<file path="src/rtl/uart_tx_serialiser.sv">
// Purpose : serialise one register-block TX byte onto the UART line as a framed async character.
// Latency : tx_o/tx_busy_o respond 1 cycle after an accepted start; each bit lasts clk_div_i+1 cycles.
// Backpress: none; a start that arrives while a frame is in flight is dropped and flagged on tx_overrun_o.
//
// Ports:
//   clk_i, rst_i      single clock; asynchronous active-high reset
//   tx_start_i        one-cycle send request (CPU write to TX data)
//   tx_data_i         character, sent LSB first
//   clk_div_i         bit period minus one, in clk_i cycles
//   parity_en_i       append parity bit (only with UART_TX_PARITY_EN)
//   parity_odd_i      1 = odd, 0 = even parity (only with UART_TX_PARITY_EN)
//   two_stop_i        1 = two stop bits
//   tx_o              serial line, idles high
//   tx_busy_o         frame in progress
//   tx_done_o         one-cycle pulse on the cycle the frame ends
//   tx_overrun_o      one-cycle pulse after a rejected start
//
// Build option: define UART_TX_PARITY_EN to compile in the PARITY state;
// without it the parity ports are ignored and DATA goes straight to STOP.
module uart_tx_serialiser #(
  parameter int DATA_BITS = 8,
  parameter int DIV_WIDTH = 16
) (
  input  logic                 clk_i,
  input  logic                 rst_i,
  input  logic                 tx_start_i,
  input  logic [DATA_BITS-1:0] tx_data_i,
  input  logic [DIV_WIDTH-1:0] clk_div_i,
  input  logic                 parity_en_i,
  input  logic                 parity_odd_i,
  input  logic                 two_stop_i,
  output logic                 tx_o,
  output logic                 tx_busy_o,
  output logic                 tx_done_o,
  output logic                 tx_overrun_o
);

  localparam int IDX_W = $clog2(DATA_BITS);

  localparam logic [2:0] IDLE   = 3'd0;
  localparam logic [2:0] START  = 3'd1;
  localparam logic [2:0] DATA   = 3'd2;
`ifdef UART_TX_PARITY_EN
  localparam logic [2:0] PARITY = 3'd3;
`endif
  localparam logic [2:0] STOP   = 3'd4;

  localparam logic [DIV_WIDTH-1:0] DIV_ONE  = DIV_WIDTH'(1);
  localparam logic [IDX_W-1:0]     IDX_ONE  = IDX_W'(1);
  localparam logic [IDX_W-1:0]     LAST_IDX = IDX_W'(DATA_BITS - 1);

  logic [2:0]           state;
  logic [DIV_WIDTH-1:0] baud_cnt;   // counts down to 0, 0 marks the last cycle of a bit
  logic [DIV_WIDTH-1:0] div_q;      // divider latched at acceptance
  logic [IDX_W-1:0]     bit_idx;
  logic [DATA_BITS-1:0] shreg;      // shreg[0] is the data bit currently on the line
  logic                 stop_cnt;   // remaining extra stop bits
  logic                 two_stop_q;

`ifdef UART_TX_PARITY_EN
  logic                 par_en_q;
  logic                 par_bit_q;  // parity bit precomputed from the byte at acceptance
`else
  logic                 unused_parity;
  assign unused_parity = parity_en_i ^ parity_odd_i;
`endif

  always_ff @(posedge clk_i or posedge rst_i) begin
    if (rst_i) begin
      state        <= IDLE;
      baud_cnt     <= '0;
      div_q        <= '0;
      bit_idx      <= '0;
      shreg        <= '0;
      stop_cnt     <= 1'b0;
      two_stop_q   <= 1'b0;
`ifdef UART_TX_PARITY_EN
      par_en_q     <= 1'b0;
      par_bit_q    <= 1'b0;
`endif
      tx_o         <= 1'b1;
      tx_busy_o    <= 1'b0;
      tx_done_o    <= 1'b0;
      tx_overrun_o <= 1'b0;
    end else begin
      tx_done_o    <= 1'b0;
      // Only IDLE accepts; the done cycle is already IDLE so back-to-back starts pass.
      tx_overrun_o <= tx_start_i && (state != IDLE);

      if (state == IDLE) begin
        if (tx_start_i) begin
          shreg      <= tx_data_i;
          div_q      <= clk_div_i;
          baud_cnt   <= clk_div_i;
          two_stop_q <= two_stop_i;
          bit_idx    <= '0;
`ifdef UART_TX_PARITY_EN
          par_en_q   <= parity_en_i;
          par_bit_q  <= (^tx_data_i) ^ parity_odd_i;
`endif
          state      <= START;
          tx_o       <= 1'b0;
          tx_busy_o  <= 1'b1;
        end
      end else if (baud_cnt != '0) begin
        baud_cnt <= baud_cnt - DIV_ONE;
      end else begin
        // Bit boundary: reload the period and move to the next bit.
        baud_cnt <= div_q;
        case (state)
          START: begin
            state   <= DATA;
            bit_idx <= '0;
            tx_o    <= shreg[0];
          end
          DATA: begin
            if (bit_idx == LAST_IDX) begin
              state    <= STOP;
              tx_o     <= 1'b1;
              stop_cnt <= two_stop_q;
`ifdef UART_TX_PARITY_EN
              if (par_en_q) begin
                state <= PARITY;
                tx_o  <= par_bit_q;
              end
`endif
            end else begin
              bit_idx <= bit_idx + IDX_ONE;
              shreg   <= shreg >> 1;
              tx_o    <= shreg[1];
            end
          end
`ifdef UART_TX_PARITY_EN
          PARITY: begin
            state    <= STOP;
            tx_o     <= 1'b1;
            stop_cnt <= two_stop_q;
          end
`endif
          STOP: begin
            if (stop_cnt) begin
              stop_cnt <= 1'b0;
            end else begin
              state     <= IDLE;
              tx_o      <= 1'b1;
              tx_busy_o <= 1'b0;
              tx_done_o <= 1'b1;
            end
          end
          default: begin
            state     <= IDLE;
            tx_o      <= 1'b1;
            tx_busy_o <= 1'b0;
          end
        endcase
      end
    end
  end

endmodule

</file>
<file path="config.mk">
export PLATFORM = sky130hd
export DESIGN_NAME = uart_tx_serialiser
export DESIGN_NICKNAME = d
export VERILOG_FILES = /design/src/rtl/uart_tx_serialiser.sv
export SDC_FILE = /design/constraint.sdc
export NUM_CORES = 1
export LEC_CHECK = 0
export BUFFER_PORTS_ARGS = -buffer_cell sky130_fd_sc_hd__buf_2
export CAP_MARGIN = 40
export CORE_MARGIN = 3
export CORE_UTILIZATION = 35
export CTS_CLUSTER_DIAMETER = 30
export DETAILED_ROUTE_END_ITERATION = 7
export GPL_ROUTABILITY_DRIVEN = 0
export SLEW_MARGIN = 20
export SYNTH_ARGS = -nofsm -noshare
export SYNTH_HDL_FRONTEND = slang
export SYNTH_SLANG_ARGS = --single-unit
</file>
<file path="constraint.sdc">
create_clock -name clk_i -period 2.3 [get_ports clk_i]
set_clock_uncertainty 0.05 [all_clocks]
set_input_delay 0.115 -clock clk_i [delete_from_list [all_inputs] [get_ports clk_i]]
set_output_delay 0.115 -clock clk_i [all_outputs]
set_load 0.1 [all_outputs]
</file>
==> impl_results.md, run 1 <==
- Post-Synthesis Cells: 317
- Worst Setup Start Kind: flip-flop
- Synthesized flop and latch total: 52
- Chip Width: 96.76 um
- Vias/cell: 5.116
- First-pass GRT wire length: 12.30 mm
- Pwr dens: 533.7 mW/mm^2
- Max-cap violations: 0
- Height of the die: 96.76 um
- Syn Area/Cell: 9.094 um^2
- Post-DP HPWL: 4.874 mm
- Synth-to-layout area growth: 21.53%
- Status: finished clean
- Final hold viol count: 0
- Clock Sinks: 52
- GRT Total Usage: 0.1594
- Fin nets: 406
- Fraction of layout cells with a size suffix above 1: 0.2038
- Final worst path period need: 2096 ps
- Cell Rows: 32
- Vias in the first global route: 2473
- CTS resizes: 0
- Avg WL per Cell: 14.77 um
- DRT iter0 DRCs: 133
- Clock Tree Root: clkbuf_8
- Fin. max-slew vios: 0
- Req. time, crit path: 2450 ps
- Mapped Area: 0.002883 mm^2
- Critical Path Fanout Max: 10
- CTS tree: done
- H-tree depth: 2
- Tightest Pin Transition: 487.9 ps
- Setup bufs post-CTS: 0
- Synth area leader: dfrtp_1
- Relative slew slack: 0.6770
- Die ar.: 0.009362 mm^2
- WP data arrival: 2250 ps
- Core footprint: 0.007848 mm^2
- Post-route clock period utilization: 0.9115
- Initial cell density of the core: 0.3673
- Finished Core Util: 0.4464
- First-pass iteration count of the detailed router: 4
- RSZ-0062 raised after global routing: no
- Crit Path Category: flip-flop to flip-flop
- Post-synth EDFFs: 0
- Final setup violation count: 0
- Leakage power: 1.626 nW
- Final routed DRC violation total: 0
- Post-synth top flop: dfrtp_1
- Worst vdd ir: 0.0003218 V
- GR Overflow Total: 0
- TNS Setup: 0 ps
- Longest Clk Path Bufs: 2
- Total Wirelength: 7.018 mm
- CP endpoint kind: flip-flop
- Via count: 2430
- Initial antenna violation count: 0
- Seq/Total Area, Yosys: 0.4518
- Synth Net Count: 351
- Number of port buffers: 31
- Yosys top cell area share: 0.4427
- TritonCTS Buffers: 5
- Hold WC Path Type: input pin to flip-flop
- Most common cell in the netlist: nand2_1
- I/O pin total: 34
- Post-DRT Antenna Nets: 0
- Clock insertion delay at the later pin of the skew report: 310 ps
- Fmax: 477.0 MHz
- Synth async-reset ratio: 1.000
- Clock slew seen by the registers of the worst setup and hold paths: 100 ps
- Most frequent cells after synthesis: nand2_1, dfrtp_1, o21ai_0, clkbuf_1, nor2_1
- Pin count of the biggest net entering global routing: 21
- Reg2reg setup slack: 200 ps
- Ranking of synthesized cells by area: dfrtp_1, nand2_1, o21ai_0, mux2i_1, xnor2_1
- Total power draw: 1.870 mW
- Ys Warns: 0
- Unique masters post-synth: 53
- ANT cells: 0
-- layout by cell type (no fill, tap or decap), types with 5 or more instances in the layout --
cell type,instances
clkbuf_8,6
buf_2,31
a21oi_1,7
inv_1,6
nor3_1,12
buf_4,20
dfrtp_1,51
xnor2_1,9
or3_1,8
a2bb2oi_1,7
o21ai_0,24
mux2i_1,10
o22ai_1,7
dlygate4sd3_1,18
nand4_1,5
nor2_1,16
mux2_2,5
nand3_1,6
nand2_1,69
-- registers in the layout, indices dropped and copies added, names as in the netlist --
signal,count
baud_cnt,16
bit_idx,3
div_q,16
shreg,8
state,3
stop_cnt,1
two_stop_q,1
tx_busy_o,1
tx_done_o,1
tx_o,1
tx_overrun_o,1
-- per-layer routing --
layer  up-vias  GRT usage  share of wire
met5         -          0              0
met4         0    0.04536          0.011
li1       1232          -              -
met2        34     0.2622           0.48
met1      1158     0.2161           0.48
met3         6    0.02740          0.025
-- critical path, cell delays in order (launching register included) --
cell      delay, ps
dfrtp_1         450
nor4_2          400
and4b_1         320
nand2b_4        100
buf_4           180
a21o_1          210
a211o_1         290
-- repair_timing --
item / in CTS / in global routing
endpoints found under the hold margin: 30 / 0
endpoints found under the setup margin: 0 / 0
hold buffers: 18 / 0
-- report_power, final --
group | switching (mW) | internal [mW] | total [mW] | leakage (nW)
clock network | 0.311 | 0.245 | 0.557 | 0.0445
registers | 0.0727 | 0.971 | 1.04 | 0.633
logic | 0.129 | 0.141 | 0.269 | 0.949
total | 0.512 | 1.36 | 1.87 | 1.63
-- area by class of cell --
cell class | instances | area [um^2]
sequential | 52 | 1303
inverter | 7 | 26.28
multi-input combinational | 237 | 1468
tap | 102 | 127.6
timing repair buffer | 69 | 485.5
clock inverter | 1 | 7.507
fill | 794 | 4344
clock buffer | 7 | 86.33
-- final timing paths --
kind	startpoint	endpoint	cells after the start
max in group asynchronous	rst_i	tx_o$_DFFE_PP1P_	4
min in group asynchronous	rst_i	div_q[2]$_DFFE_PP0P_	3
hold / removal	clk_div_i[14]	div_q[14]$_DFFE_PP0P_	3
hold reg to reg	div_q[11]$_DFFE_PP0P_	div_q[11]$_DFFE_PP0P_	2
setup / recovery	baud_cnt[7]$_DFFE_PP0P_	tx_busy_o$_DFFE_PP0P_	6
setup reg to reg	baud_cnt[7]$_DFFE_PP0P_	tx_busy_o$_DFFE_PP0P_	6
-- stage by stage --
| stage | setup slack [ps] | hold WS (ps) | cells | instance area (um^2) |
|---|---|---|---|---|
| after floorplan | 208.9 | 170.4 | 317 | 2883 |
| final | 203.6 | 14.00 | 475 | 3503 |
| after CTS | 209.8 | 2.712 | 475 | 3503 |
| after global routing | 96.21 | 8.249 | 475 | 3503 |
| after detailed placement | 221.6 | 46.70 | 449 | 3229 |
| after global placement | 257.2 | 42.62 | 449 | 3229 |
-- cell families after synthesis --
family | count (synthesis) | synth area share
and+or+nand+nor | 135 | 0.2231
xor gates and xnor gates | 10 | 0.03038
buffers and inverters | 28 | 0.04080
AOI/OAI and AO/OA | 70 | 0.1667
adders and majority gates | 4 | 0.01736
DFF | 52 | 0.4518
muxes | 18 | 0.06988
Note: power is estimated with default switching activity, not from simulation.
==> run 2: changes to the inputs <==
--- a/config.mk
+++ b/config.mk
@@ -12,6 +12,7 @@
 export CTS_CLUSTER_DIAMETER = 30
 export DETAILED_ROUTE_END_ITERATION = 7
 export GPL_ROUTABILITY_DRIVEN = 0
+export SETUP_SLACK_MARGIN = 0.4
 export SLEW_MARGIN = 20
 export SYNTH_ARGS = -nofsm -noshare
 export SYNTH_HDL_FRONTEND = slang
==> constraint.sdc (replaced) <==
create_clock -name clk_i -period 2.3 [get_ports clk_i]
set_clock_uncertainty 0.05 [all_clocks]
set_input_delay 0.345 -clock clk_i [delete_from_list [all_inputs] [get_ports clk_i]]
set_output_delay 0.345 -clock clk_i [all_outputs]
set_load 0.1 [all_outputs]
==> run 2 against run 1 <==
Final cell count shrank 2.5%; largest power group unchanged; combinational power shrank 7.8%; die area is the same; via count grew 0.45%; maximum frequency grew 7.1%; highest routed layer unchanged; largest cell class unchanged.
==> impl_results.md, run 2 (synthesized netlist as in run 1, its figures left out) <==
- Status: finished clean
- RR Endpoint: bit_idx[0]$_DFFE_PP0P_
- Longest Clk Path Bufs: 2
- Final setup violation count: 0
- Fin. max-slew vios: 0
- Critical Path Fanout Max: 5
- Final Cell Area: 0.003417 mm^2
- DRT iter0 DRCs: 99
- Reg2reg setup slack: 340 ps
- Post-Layout Cell Count: 463
- Initial antenna violation count: 0
- Via count: 2441
- Final routed DRC violation total: 0
- Hold Worst Slack: 144.3 ps
- Avg WL per Cell: 15.13 um
- Vias/cell: 5.272
- Clock Sinks: 52
- Cell Rows: 32
- Post-DP HPWL: 4.708 mm
- Tightest Pin Transition: 690.5 ps
- First-pass GRT wire length: 12.08 mm
- Number of port buffers: 31
- Total Wirelength: 7.003 mm
- Height of the die: 96.76 um
- Fraction of layout cells with a size suffix above 1: 0.2659
- Synth-to-layout area growth: 18.53%
- Fin nets: 394
- TNS Setup: 0 ps
- Final worst path period need: 1958 ps
- H-tree depth: 2
- First-pass iteration count of the detailed router: 4
- GR Overflow Total: 0
- Initial cell density of the core: 0.3673
- RSZ-0062 raised after global routing: yes
- CTS tree: done
- CP endpoint: bit_idx[0]$_DFFE_PP0P_
- Req. time, crit path: 2450 ps
- Leakage power: 1.592 nW
- TritonCTS Buffers: 5
- WP data arrival: 2100 ps
- Hold WC Path Type: input pin to asynchronous set/reset pin
- Relative slew slack: 0.5396
- Worst Setup Start Kind: flip-flop
- FF-to-FF Start: baud_cnt[8]$_DFFE_PP0P_
- Worst r2r path cells: 5
- Worst vdd ir: 0.0003542 V
- Finished Core Util: 0.4354
- Final hold viol count: 0
- Core footprint: 0.007848 mm^2
- Vias in the first global route: 2485
- Most frequent cells in the layout: nand2_1, dfrtp_1, buf_2
- Pin count of the biggest net entering global routing: 53
- Clock Tree Root: clkbuf_8
- Clock slew seen by the registers of the worst setup and hold paths: 110 ps
- Fmax: 510.7 MHz
- Crit Path Category: flip-flop to flip-flop
- Chip Width: 96.76 um
- Post-DP Area: 0.003222 mm^2
- Post-DRT Antenna Nets: 0
- Commonest non-fill, non-tap cell in the layout: nand2_1
- Die ar.: 0.009362 mm^2
- CP endpoint kind: flip-flop
- GRT Total Usage: 0.1555
- Post-route clock period utilization: 0.8513
- Clock insertion delay at the later pin of the skew report: 310 ps
- Largest registers: baud_cnt (16), div_q (16), shreg (8)
- Pwr dens: 545.8 mW/mm^2
- ANT cells: 0
- Post-Place Cells: 447
- I/O pin total: 34
- Max-cap violations: 0
- Hold buffers post-CTS: 0
- CP Launch Point: baud_cnt[8]$_DFFE_PP0P_
## run 2: power breakdown
part / internal (mW) / switching, mW / total, mW
combinational: 0.122 / 0.126 / 0.248
sequential: 0.973 / 0.0720 / 1.05
clock: 0.245 / 0.328 / 0.572
total: 1.34 / 0.526 / 1.87
## run 2: layout make-up
cell class	count	area, um^2
Inverter	7	26.28
Multi-Input combinational cell	237	1501
Sequential cell	52	1310
Clock buffer	6	82.58
Timing Repair Buffer	57	354.1
Clock inverter	2	15.01
Fill cell	815	4431
Tap cell	102	127.6
## run 2: per-stage QoR
| stage | total power [mW] | worst slack [ps] |
|---|---|---|
| 2_1_floorplan | 1.218 | 242.5 |
| 3_3_place_gp | 1.300 | 266.9 |
| 3_5_place_dp | 1.310 | 235.1 |
| 4_1_cts | 1.881 | 335.4 |
| 5_1_grt | 1.957 | 292.9 |
| 6_report | 1.865 | 342.1 |
## run 2: metal layers
| metal | global-route usage | wire length [um] | vias up |
|---|---|---|---|
| met1 | 0.2030 | 3365 | 1194 |
| li1 | - | - | 1203 |
| met5 | 0 | 0 | - |
| met2 | 0.2611 | 3326 | 37 |
| met3 | 0.03244 | 237 | 7 |
| met4 | 0.04320 | 73 | 0 |
## run 2: repair_timing
item,4_1_cts,5_1_grt
gates cloned,0,0
gates resized for setup,4,14
pin swaps,2,4
endpoints found under the setup margin,15,44
buffers inserted,4,4
## run 2: how the worst min path moves through the flow
| stage | end | cells after the start | slack (ps) |
|---|---|---|---|
| after floorplan | div_q[0]$_DFFE_PP0P_ | 2 | 390 |
| after detailed placement | div_q[5]$_DFFE_PP0P_ | 2 | 410 |
| after global routing | two_stop_q$_DFFE_PP0P_ | 3 | 180 |
| after CTS | two_stop_q$_DFFE_PP0P_ | 3 | 170 |
| final | stop_cnt$_DFFE_PP0P_ | 3 | 140 |
| after global placement | div_q[11]$_DFFE_PP0P_ | 2 | 410 |
## run 2: critical path, stage by stage (launching register included)
cell and delay, ps:
dfrtp_2 440, nor4_4 290, and4b_2 310, nand2b_4 100, a211o_4 360, mux2_4 300
